[src/rtl/rtc_update_sequencer_if.sv]
// Handshake and register-file bundle between the RTC update sequencer and
// its environment: the edit-counter register files, the RTC write driver
// and the run controller.
interface rtc_update_sequencer_if #(
  parameter int DW = 8,
  parameter int AW = 4
);
  logic          iniciar;
  logic          fin;
  logic [DW-1:0] dato;
  logic [DW-1:0] dato_up;
  logic [DW-1:0] dato_down;
  logic [AW-1:0] addr;
  logic [7:0]    wr_addr;
  logic [DW-1:0] wr_data;
  logic          escribe;
  logic          erase;
  logic [AW-1:0] erase_idx;
  logic          busy;
  logic          final_pulse;  // end-of-sweep strobe ("final" is a reserved word)
  logic          err;

  // Sequencer side
  modport master (
    input  iniciar, fin, dato, dato_up, dato_down,
    output addr, wr_addr, wr_data, escribe, erase, erase_idx, busy,
           final_pulse, err
  );

  // Environment side: register files, bus driver, run controller
  modport slave (
    output iniciar, fin, dato, dato_up, dato_down,
    input  addr, wr_addr, wr_data, escribe, erase, erase_idx, busy,
           final_pulse, err
  );
endinterface

[src/rtl/rtc_update_sequencer.sv]
// Sweeps a range of RTC shadow-register indices, applies the pending up/down
// edits (dato + up - down, wrapped or saturated), writes each result to the
// RTC bus driver with a fin handshake, then clears that index's edit counters.
module rtc_update_sequencer #(
  parameter int            DW             = 8,
  parameter int            AW             = 4,
  parameter int            N_REGS         = 10,
  parameter int            FIRST_IDX      = 1,
  parameter int            SPLIT_IDX      = 8,
  parameter logic [7:0]    ADDR_LO_BASE   = 8'h20,
  parameter logic [7:0]    ADDR_HI_BASE   = 8'h41,
  parameter bit            SATURATE       = 1'b0,
  parameter logic [DW-1:0] MAX_VAL        = '1,
  parameter bit            SKIP_UNCHANGED = 1'b0,
  parameter int            TIMEOUT        = 255
) (
  input logic                   clk,
  input logic                   reset,
  rtc_update_sequencer_if.master bus
);

  localparam int            TW      = (TIMEOUT < 2) ? 1 : $clog2(TIMEOUT + 1);
  localparam logic [AW-1:0] FIRST_A = AW'(FIRST_IDX);
  localparam logic [AW-1:0] LAST_A  = AW'(FIRST_IDX + N_REGS - 1);
  localparam logic [AW-1:0] SPLIT_A = AW'(SPLIT_IDX);
  localparam logic [7:0]    SPLIT_8 = 8'(SPLIT_IDX);
  localparam logic [DW+1:0] MAX_EXT = {2'b00, MAX_VAL};

  typedef enum logic [2:0] {
    S_IDLE, S_ADDR, S_CALC, S_WRITE, S_ERASE, S_NEXT, S_DONE, S_HOLD
  } state_t;

  state_t        state, state_next;
  logic [AW-1:0] addr_reg;
  logic [7:0]    wr_addr_reg;
  logic [DW-1:0] wr_data_reg;
  logic          err_reg;
  logic [TW-1:0] tmo_reg;

  logic signed [DW+1:0] sum;
  logic [DW-1:0]        calc_data;
  logic [7:0]           calc_addr;
  logic [7:0]           idx8;
  logic                 timeout_hit;
  logic                 is_busy;

  // Edit arithmetic and bank-split address mapping for the current index
  always_comb begin
    sum = $signed({2'b00, bus.dato}) + $signed({2'b00, bus.dato_up})
        - $signed({2'b00, bus.dato_down});
    calc_data = sum[DW-1:0];
    if (SATURATE) begin
      if (sum[DW+1]) begin
        calc_data = '0;
      end else if ($unsigned(sum) > MAX_EXT) begin
        calc_data = MAX_VAL;
      end
    end
    idx8 = 8'(addr_reg);
    if (addr_reg < SPLIT_A) begin
      calc_addr = ADDR_LO_BASE + idx8;
    end else begin
      calc_addr = ADDR_HI_BASE + (idx8 - SPLIT_8);
    end
    // counter holds the number of completed WRITE cycles, so this is the
    // TIMEOUT-th consecutive cycle without fin
    timeout_hit = (TIMEOUT != 0) && (tmo_reg == TW'(TIMEOUT - 1));
  end

  // State register
  always_ff @(posedge clk or posedge reset) begin
    if (reset) begin
      state <= S_IDLE;
    end else begin
      state <= state_next;
    end
  end

  // Next-state logic and output decode
  always_comb begin
    state_next = state;
    case (state)
      S_IDLE:  if (bus.iniciar) state_next = S_ADDR;
      S_ADDR:  state_next = S_CALC;
      S_CALC:  state_next = (SKIP_UNCHANGED && (bus.dato_up == bus.dato_down))
                            ? S_NEXT : S_WRITE;
      S_WRITE: begin
        if (bus.fin) begin
          state_next = S_ERASE;
        end else if (timeout_hit) begin
          state_next = S_DONE;
        end
      end
      S_ERASE: state_next = S_NEXT;
      S_NEXT:  state_next = (addr_reg == LAST_A) ? S_DONE : S_ADDR;
      S_DONE:  state_next = S_HOLD;
      S_HOLD:  if (!bus.iniciar) state_next = S_IDLE;
      default: state_next = S_IDLE;
    endcase
    // dropping the run request aborts a sweep in progress
    if (!bus.iniciar && (state != S_IDLE) && (state != S_HOLD)) begin
      state_next = S_IDLE;
    end

    is_busy         = (state != S_IDLE) && (state != S_HOLD);
    bus.busy        = is_busy;
    bus.addr        = is_busy ? addr_reg : '0;
    bus.escribe     = (state == S_WRITE);
    bus.wr_addr     = (state == S_WRITE) ? wr_addr_reg : 8'h00;
    bus.wr_data     = (state == S_WRITE) ? wr_data_reg : '0;
    bus.erase       = (state == S_ERASE);
    bus.erase_idx   = (state == S_ERASE) ? addr_reg : '0;
    // gated by iniciar so an abort in DONE never shows an end-of-sweep pulse
    bus.final_pulse = (state == S_DONE) && bus.iniciar;
    bus.err         = err_reg;
  end

  // Index, write latches, timeout counter and sticky error flag
  always_ff @(posedge clk or posedge reset) begin
    if (reset) begin
      addr_reg    <= '0;
      wr_addr_reg <= 8'h00;
      wr_data_reg <= '0;
      err_reg     <= 1'b0;
      tmo_reg     <= '0;
    end else begin
      case (state)
        S_IDLE: begin
          if (state_next == S_ADDR) begin
            addr_reg <= FIRST_A;
            err_reg  <= 1'b0;
            tmo_reg  <= '0;
          end
        end
        S_CALC: begin
          wr_addr_reg <= calc_addr;
          wr_data_reg <= calc_data;
          tmo_reg     <= '0;
        end
        S_WRITE: begin
          if (state_next == S_DONE) begin
            err_reg <= 1'b1;
          end else if (state_next == S_WRITE) begin
            tmo_reg <= tmo_reg + TW'(1);
          end
        end
        S_NEXT: begin
          if (state_next == S_ADDR) addr_reg <= addr_reg + AW'(1);
        end
        default: ;
      endcase
    end
  end

endmodule
[src/flat_wrapper.sv]
// flat-port wrapper written by rule: the top's interface ports become plain ports
module rtc_update_sequencer_flat 
#(
  parameter int            DW             = 8,
  parameter int            AW             = 4,
  parameter int            N_REGS         = 10,
  parameter int            FIRST_IDX      = 1,
  parameter int            SPLIT_IDX      = 8,
  parameter logic [7:0]    ADDR_LO_BASE   = 8'h20,
  parameter logic [7:0]    ADDR_HI_BASE   = 8'h41,
  parameter bit            SATURATE       = 1'b0,
  parameter logic [DW-1:0] MAX_VAL        = '1,
  parameter bit            SKIP_UNCHANGED = 1'b0,
  parameter int            TIMEOUT        = 255
)
  (clk, reset, bus_iniciar, bus_fin, bus_dato, bus_dato_up, bus_dato_down, bus_addr, bus_wr_addr, bus_wr_data, bus_escribe, bus_erase, bus_erase_idx, bus_busy, bus_final_pulse, bus_err);
  rtc_update_sequencer_if #(.DW(DW), .AW(AW)) bus_i ();
  input logic clk;
  input logic reset;
  input wire logic [$bits(bus_i.iniciar)-1:0] bus_iniciar;
  input wire logic [$bits(bus_i.fin)-1:0] bus_fin;
  input wire logic [$bits(bus_i.dato)-1:0] bus_dato;
  input wire logic [$bits(bus_i.dato_up)-1:0] bus_dato_up;
  input wire logic [$bits(bus_i.dato_down)-1:0] bus_dato_down;
  output wire logic [$bits(bus_i.addr)-1:0] bus_addr;
  output wire logic [$bits(bus_i.wr_addr)-1:0] bus_wr_addr;
  output wire logic [$bits(bus_i.wr_data)-1:0] bus_wr_data;
  output wire logic [$bits(bus_i.escribe)-1:0] bus_escribe;
  output wire logic [$bits(bus_i.erase)-1:0] bus_erase;
  output wire logic [$bits(bus_i.erase_idx)-1:0] bus_erase_idx;
  output wire logic [$bits(bus_i.busy)-1:0] bus_busy;
  output wire logic [$bits(bus_i.final_pulse)-1:0] bus_final_pulse;
  output wire logic [$bits(bus_i.err)-1:0] bus_err;
  assign bus_i.iniciar = bus_iniciar;
  assign bus_i.fin = bus_fin;
  assign bus_i.dato = bus_dato;
  assign bus_i.dato_up = bus_dato_up;
  assign bus_i.dato_down = bus_dato_down;
  assign bus_addr = bus_i.addr;
  assign bus_wr_addr = bus_i.wr_addr;
  assign bus_wr_data = bus_i.wr_data;
  assign bus_escribe = bus_i.escribe;
  assign bus_erase = bus_i.erase;
  assign bus_erase_idx = bus_i.erase_idx;
  assign bus_busy = bus_i.busy;
  assign bus_final_pulse = bus_i.final_pulse;
  assign bus_err = bus_i.err;
  rtc_update_sequencer #(.DW(DW), .AW(AW), .N_REGS(N_REGS), .FIRST_IDX(FIRST_IDX), .SPLIT_IDX(SPLIT_IDX), .ADDR_LO_BASE(ADDR_LO_BASE), .ADDR_HI_BASE(ADDR_HI_BASE), .SATURATE(SATURATE), .MAX_VAL(MAX_VAL), .SKIP_UNCHANGED(SKIP_UNCHANGED), .TIMEOUT(TIMEOUT)) u_core (.clk(clk), .reset(reset), .bus(bus_i));
endmodule
[config.mk]
export PLATFORM = sky130hd
export DESIGN_NAME = rtc_update_sequencer_flat
export DESIGN_NICKNAME = d
export VERILOG_FILES = /design/src/rtl/rtc_update_sequencer_if.sv /design/src/rtl/rtc_update_sequencer.sv /design/src/flat_wrapper.sv
export SDC_FILE = /design/constraint.sdc
export NUM_CORES = 1
export LEC_CHECK = 0
export ABC_AREA = 1
export CAP_MARGIN = 20
export CORE_MARGIN = 1.5
export CORE_UTILIZATION = 51
export DETAILED_ROUTE_END_ITERATION = 12
export GPL_TIMING_DRIVEN = 0
export PLACE_DENSITY = 0.87
export SYNTH_ARGS = -nofsm -noshare
export SYNTH_HDL_FRONTEND = slang
export SYNTH_SLANG_ARGS = --single-unit
[constraint.sdc]
create_clock -name clk -period 2.15 [get_ports clk]
set_input_delay 0.43 -clock clk [delete_from_list [all_inputs] [get_ports clk]]
set_output_delay 0.43 -clock clk [all_outputs]
set_load 0.02 [all_outputs]
==> flow_summary.rst, run 1 <==
.. list-table::
   :header-rows: 1

   * - Metric
     - Value
   * - Class of the tightest hold or removal check
     - reg2reg
   * - Starting utilization of the core area
     - between 50% and 60%
   * - Final setup violation count
     - 2
   * - Global route total overflow
     - 0
   * - Setup repair after global routing missed its margin
     - true
   * - Clock input transition at the sequential cells of the worst setup and hold paths
     - roughly 0.060 ns
   * - Number of levels the H-tree was split into
     - 2
   * - CTS Sinks
     - 31
   * - Total count of hold-check failures in the final report
     - 0
   * - Longest Clk Path Bufs
     - 2
   * - WL/cell
     - between 10 and 15 µm
   * - Maximum number of pins on one net before global-route repair
     - 21
   * - Synth cell count leaders
     - inv_1 (71), nand2_1 (60), nor2_1 (46)
   * - Number of CTS-inserted buffers
     - 5
   * - Seq/Total Area, Yosys
     - 31.6%
   * - Layout overhead on the synthesized area
     - 36.3%
   * - Final worst-path setup slack
     - -0.0470 ns
   * - Total DRC errors in the routed layout
     - 0
   * - CP Class
     - in2reg
   * - LEAKAGE
     - around 1.8 nW
   * - Worst slew pin tran
     - 0.564 ns
   * - Share of final-layout standard cells stronger than drive strength 1
     - about 25%
   * - Via count
     - 2,417
   * - Antenna-violating nets left
     - 0
   * - Max_slew headroom
     - 62.3%
   * - Placement-stage worst setup slack
     - -0.558 ns
   * - Std-Cell Rows
     - 25
   * - Area of the placeable core
     - 4690 µm²
   * - Overall power consumption
     - 0.00280 W
   * - Mean number of vias per cell
     - between 5 and 6
   * - Data arrival, critical path
     - 2.37 ns
   * - Required time reported for the critical path endpoint
     - 2.32 ns
   * - Worst-case vdd ir drop
     - 0.389 mV
   * - Most used DFF post-synth
     - dfrtp_1
   * - Number of synthesized flops with an enable pin
     - 0
   * - Status
     - finished, violations left
   * - Pins over their slew limit
     - 0
   * - Max-cap violations
     - 0
   * - Master cell of the clock root buffer
     - clkbuf_8
   * - Drt initial violations
     - 175
   * - Clock tree skew after final layout
     - 0.00268 ns
   * - Die Ht
     - 72.4 µm
   * - Critical Path Sink Type
     - register
   * - Floorplan die area
     - between 5000 and 6000 µm²
   * - Number of distinct standard cells referenced by the synthesized netlist
     - 36
   * - Post-detail-place hpwl
     - 4040 µm
   * - Violated checks
     - setup timing
   * - Total Nets Final
     - ~460
   * - Pwr Density
     - 838 nW/µm²
   * - Worst-skew pair later-pin latency
     - 0.29 ns
   * - Yosys top cell by area
     - dfrtp_1
   * - Post-Route Utilization
     - 71.3%
   * - Startpoint type of the worst setup path
     - input pin
   * - Most repeated cell in the gate-level netlist after synthesis
     - inv_1
   * - Number of filler cells placed in the layout
     - 364
   * - Maximum clock frequency
     - ~460 MHz
   * - Critical-path maximum fanout
     - 4
   * - Flip-flop and latch count after synthesis
     - 31
   * - Setup TNS
     - -0.0573 ns
   * - Number of warnings issued by yosys
     - 0
   * - Horizontal extent of the die
     - 72.4 µm
   * - Net count after synthesis
     - 386
   * - Cell area after synthesis
     - 2450 µm²
   * - Routed wire length
     - 6300 µm
   * - Fraction of synthesized cell area taken by the top area cell type
     - 31.6%
   * - Initial antenna violation count
     - 0
   * - Hold Buf Count CTS
     - 0
   * - Mapped Cells
     - 338
   * - Synth top area cells
     - dfrtp_1 (32%), inv_1 (11%), nand2_1 (9.2%), nor2_1 (7.0%), ha_1 (6.6%)
   * - RePlAce Congestion
     - around 0.9
   * - Worst-case hold slack
     - 0.475 ns
   * - TritonCTS clock tree
     - built
   * - Vias in the first global route
     - 2,309
   * - Global-route wire length before repair
     - between 9000 and 10,000 µm
   * - Initial DRT Pass Iterations
     - 4
   * - Shortest clock period the worst path allows after layout
     - approximately 2.2 ns
   * - Share of synthesized flip-flops with an asynchronous set or reset
     - 100%
   * - Period utilization
     - 102%
   * - Avg Synthesized Cell Area
     - 7.26 µm²
   * - Antenna cells
     - 0
   * - IO Pins
     - 57
   * - Overall routing resource usage
     - 22.5%
   * - Port bufs
     - 55
==> layout make-up <==
class,instances,area [µm²],area share (%)
Sequential cell,31,777,23.2
Multi-Input combinational cell,222,1500,44.9
Inverter,77,294,8.79
Timing Repair Buffer,63,566,16.9
Clock buffer,6,82.6,2.47
Clock inverter,1,5.00,0.150
Buffer,7,51.3,1.53
Tap cell,54,67.6,2.02
==> final timing paths <==
check | depth (start not counted) | slack (ns) | from | end
max | 12 | -0.05 | bus_dato[6] | u_core.wr_data_reg[7]
min | 2 | 0.47 | u_core.wr_addr_reg[4] | u_core.wr_addr_reg[4]
max reg2reg | 13 | 0.28 | u_core.addr_reg[0] | u_core.tmo_reg[2]
min reg2reg | 2 | 0.47 | u_core.wr_addr_reg[4] | u_core.wr_addr_reg[4]
max in group asynchronous | 3 | 1.17 | reset | u_core.tmo_reg[1]
min in group asynchronous | 2 | 0.49 | reset | u_core.addr_reg[1]
==> routing by layer <==
layer  up-vias  track usage (%)  wire, µm
li1       1159                -         -
met1      1147             26.0      2490
met2        90             40.9      3290
met3        21             4.58       334
met4         0             8.60       184
met5         -                0         0
==> cells by family (layout without fill, tap and decap cells) <==
kind of cell	after synthesis	count (layout)	share of synthesized area, %
DFF	31	31	31.6
buffers and inverters	85	154	14.1
adders and majority gates	20	20	12.3
other	1	1	0.153
AOI/OAI and AO/OA	35	35	8.36
and+or+nand+nor	159	159	31.0
xor gates and xnor gates	7	7	2.50
==> worst max-delay path, cell delays in order <==
cell and delay, ns:
clkdlybuf4s50_1 0.47, inv_1 0.05, fa_1 0.51, inv_2 0.06, ha_4 0.26, nand2_4 0.08
inv_1 0.04, and3_4 0.18, nor2_2 0.07, nand2_1 0.07, nand3_2 0.09, o21ai_1 0.06
==> placed cells by master (no fill, tap or decap), drive strengths merged <==
master / n
inv: 77
nand2: 69
nor2: 53
dfrtp: 31
nand3: 26
dlygate4sd2: 24
buf: 23
o21ai: 19
clkdlybuf4s50: 18
ha: 13
a21oi: 12
fa: 7
clkbuf: 6
xnor2: 4
nor3: 4
clkdlybuf4s15: 4
xor2: 3
or2: 2
o22ai: 2
o21bai: 1
nand3b: 1
nor3b: 1
nand4: 1
nor4: 1
o211ai: 1
and3: 1
conb: 1
clkinv: 1
dlymetal6s2s: 1
==> metrics by stage <==
stage / std cells / cell area [µm²]
final: 461 / 3340
after global routing: 461 / 3340
after CTS: 458 / 3300
after detailed placement: 448 / 3100
after global placement: 447 / 3070
after floorplan: 338 / 2450
==> report_power, final <==
group,total [W],internal (W),switching [W]
Combinational,0.00155,0.000562,0.000987
Clock,0.000460,0.000250,0.000210
Sequential,0.000793,0.000722,0.0000703
Total,0.00280,0.00153,0.00127
==> timing repair <==
action / in CTS / in global routing
gates cloned: 0 / 0
pin swaps: 21 / 14
buffers inserted: 4 / 3
setup endpoints to repair: 29 / 19
hold endpoints to repair: 0 / 0
resized for setup: 85 / 31
Power figures use the tool's default switching activity.
==> inputs of run 2 (changes only) <==
--- a/config.mk
+++ b/config.mk
@@ -7,7 +7,7 @@
 export LEC_CHECK = 0
 export ABC_AREA = 1
 export CAP_MARGIN = 20
-export CORE_MARGIN = 1.5
+export CORE_MARGIN = 1
 export CORE_UTILIZATION = 51
 export DETAILED_ROUTE_END_ITERATION = 12
 export GPL_TIMING_DRIVEN = 0
==> flow_summary.rst, run 2 (synthesis gave the netlist of run 1 again) <==
.. list-table::
   :header-rows: 1

   * - Metric
     - Value
   * - Via count
     - 2,386 (-1.3%)
   * - Leading cell type in the layout, fill and taps excluded
     - inv_1
   * - Critical Path Sink Type
     - register
   * - Drt initial violations
     - 190 (+8.6%)
   * - Antenna cells
     - 0 (unchanged)
   * - Number of levels the H-tree was split into
     - 2 (unchanged)
   * - Placement-stage worst setup slack
     - -0.562 ns (-0.00387 ns)
   * - Clock input transition at the sequential cells of the worst setup and hold paths
     - 0.06 ns (about the same)
   * - Global route total overflow
     - 0 (unchanged)
   * - WL/cell
     - 12.9 µm (-5.5%)
   * - CTS Sinks
     - 31 (unchanged)
   * - Setup TNS
     - -0.00840 ns (+0.0489 ns)
   * - Clock tree skew after final layout
     - 0.00229 ns (-0.000388 ns)
   * - Startpoint type of the worst setup path
     - input pin
   * - Max-cap violations
     - 0 (unchanged)
   * - CP Class
     - in2reg
   * - Area of the placeable core
     - 4470 µm² (-4.6%)
   * - Post-detail-place hpwl
     - 4150 µm (+2.7%)
   * - IO Pins
     - 57 (unchanged)
   * - RePlAce Congestion
     - 0.866 (-1.6%)
   * - Setup repair after global routing missed its margin
     - true
   * - Mean number of vias per cell
     - 5.12 (-2.3%)
   * - Port bufs
     - 55 (unchanged)
   * - Uppermost layer routed
     - met4
   * - Register-to-register setup slack
     - 0.29 ns (about the same)
   * - Initial antenna violation count
     - 0 (unchanged)
   * - Layout overhead on the synthesized area
     - 37.2%
   * - Sum of buffers and inverters on the critical path
     - 4 (unchanged)
   * - Commonest cells after routing, fill and taps aside
     - inv_1 (63), nand2_1 (50), nor2_1 (45)
   * - Worst slew pin tran
     - 0.633 ns (+0.0685 ns)
   * - Data arrival, critical path
     - 2.33 ns (-0.04 ns)
   * - Status
     - finished, violations left
   * - Class of the tightest hold or removal check
     - reg2reg
   * - Largest incremental delay on the critical path
     - 0.51 ns (about the same)
   * - Worst path cell trace
     - clkdlybuf4s50_1, inv_1, fa_1, inv_2, ha_4, nand2_4, inv_1, and3_4, nor2_2, nand2_1, nand3_1, o21ai_1
   * - Initial DRT Pass Iterations
     - 9 (+5)
   * - Period utilization
     - 100% (-1.8 points)
   * - DR WL met3
     - 301 µm (-9.9%)
   * - Category of cells accounting for the largest share of critical-path delay
     - adder cells
   * - Metal1 wirelength
     - 2370 µm (-4.9%)
   * - Hold path startpoint
     - u_core.wr_addr_reg[4]
   * - Slowest cell on the critical path
     - fa_1
   * - Starting utilization of the core area
     - 54.8% (+2.5 points)
   * - Pwr Density
     - 854 nW/µm² (+1.9%)
   * - Shortest clock period the worst path allows after layout
     - 2.16 ns (-0.0386 ns)
   * - Final worst-path setup slack
     - -0.00840 ns (+0.0386 ns)
   * - Horizontal extent of the die
     - 71.4 µm (-1.4%)
   * - Die Ht
     - 71.4 µm (-1.4%)
   * - Floorplan die area
     - 5090 µm² (-2.7%)
   * - Violated checks
     - DRC, setup timing
   * - Maximum clock frequency
     - 463 MHz (+1.8%)
   * - Maximum number of pins on one net before global-route repair
     - 19 (-9.5%)
   * - Total Nets Final
     - 461 (+1.3%)
   * - Longest Clk Path Bufs
     - 2 (unchanged)
   * - Max_slew headroom
     - 57.8% (-4.6 points)
   * - Worst hold path endpoint
     - u_core.wr_addr_reg[4]
   * - LEAKAGE
     - 1.80 nW (+1.8%)
   * - Total DRC errors in the routed layout
     - 3 (+3)
   * - Overall power consumption
     - 0.00288 W (+2.7%)
   * - Worst-skew pair later-pin latency
     - 0.29 ns (about the same)
   * - R2R depth
     - 13 (unchanged)
   * - Pins over their slew limit
     - 0 (unchanged)
   * - Final setup violation count
     - 1 (-1)
   * - Critical-path maximum fanout
     - 4 (unchanged)
   * - Met2 wire len
     - 3190 µm (-3.0%)
   * - Hold Path Cell Cnt
     - 2 (unchanged)
   * - CP dominant cell by count
     - inv_1
   * - Share of final-layout standard cells stronger than drive strength 1
     - 25.8% (+1.0 points)
   * - Antenna-violating nets left
     - 0 (unchanged)
   * - Required time reported for the critical path endpoint
     - 2.32 ns (about the same)
   * - TritonCTS clock tree
     - built
   * - Vias in the first global route
     - 2,414 (+4.5%)
   * - Master cell of the clock root buffer
     - clkbuf_8
   * - Hold Buf Count CTS
     - 0 (unchanged)
   * - Total count of hold-check failures in the final report
     - 0 (unchanged)
   * - Beginning of the worst register-to-register path
     - u_core.addr_reg[0]
   * - Worst-case vdd ir drop
     - 0.389 mV (about the same)
   * - Overall routing resource usage
     - 25.8% (+3.2 points)
   * - Capture instance of the worst register-to-register path
     - u_core.tmo_reg[5]
   * - Std-Cell Rows
     - 24 (-4.0%)
   * - Routed wire length
     - 6010 µm (-4.5%)
   * - Number of CTS-inserted buffers
     - 5 (unchanged)
   * - Global-route wire length before repair
     - 10,300 µm (+9.5%)
[run 2: power by group]
part / switching, W / internal [W] / total, W
combinational: 0.000973 / 0.000583 / 0.00156
sequential: 0.0000809 / 0.000723 / 0.000804
clock: 0.000226 / 0.000292 / 0.000518
total: 0.00128 / 0.00160 / 0.00288
[run 2: worst max-delay path by stage]
stage	from	to	cells past startpoint
after floorplan	bus_dato_up[1]	u_core.wr_data_reg[6]	13
after global placement	bus_dato_up[1]	u_core.wr_data_reg[6]	14
after detailed placement	bus_dato_up[1]	u_core.wr_data_reg[6]	14
after CTS	u_core.state[2]	bus_wr_data[5]	6
after global routing	bus_dato_up[4]	u_core.wr_data_reg[7]	11
final	bus_dato_up[6]	u_core.wr_data_reg[7]	12
[run 2: layout make-up]
cell class	instances	area, µm²
inverter	77	294
fill	319	1110
timing repair buffer	69	596
tap	52	65.1
clock buffer	8	100
buffer	7	51.3
multi-input combinational	222	1480
sequential	31	777
[run 2: repair_timing]
item / CTS / global route
setup buffers: 7 / 6
pin swaps: 25 / 17
endpoints found under the setup margin: 29 / 19
resized for setup: 84 / 39
[run 2: metrics by stage]
stage               hold slack, ns  cells  instance area, µm²  utilization (%)
detailed placement           0.461    446                3100             69.2
floorplan                    0.436    338                2450                -
finish                       0.480    466                3370             75.3
CTS                          0.478    460                3330             74.5
global route                 0.503    466                3370             75.3
global placement             0.452    445                3070             68.6
[run 2: worst min-delay path, stage by stage, from the launching register on]
cell and delay (ns):
dfrtp_1 0.35, nand2_1 0.06, inv_1 0.04
[run 2: per-layer routing]
layer | track usage (%) | up-vias
li1 | - | 1174
met5 | 0 | -
met4 | 10.7 | 0
met3 | 4.08 | 16
met2 | 48.8 | 91
met1 | 28.5 | 1105
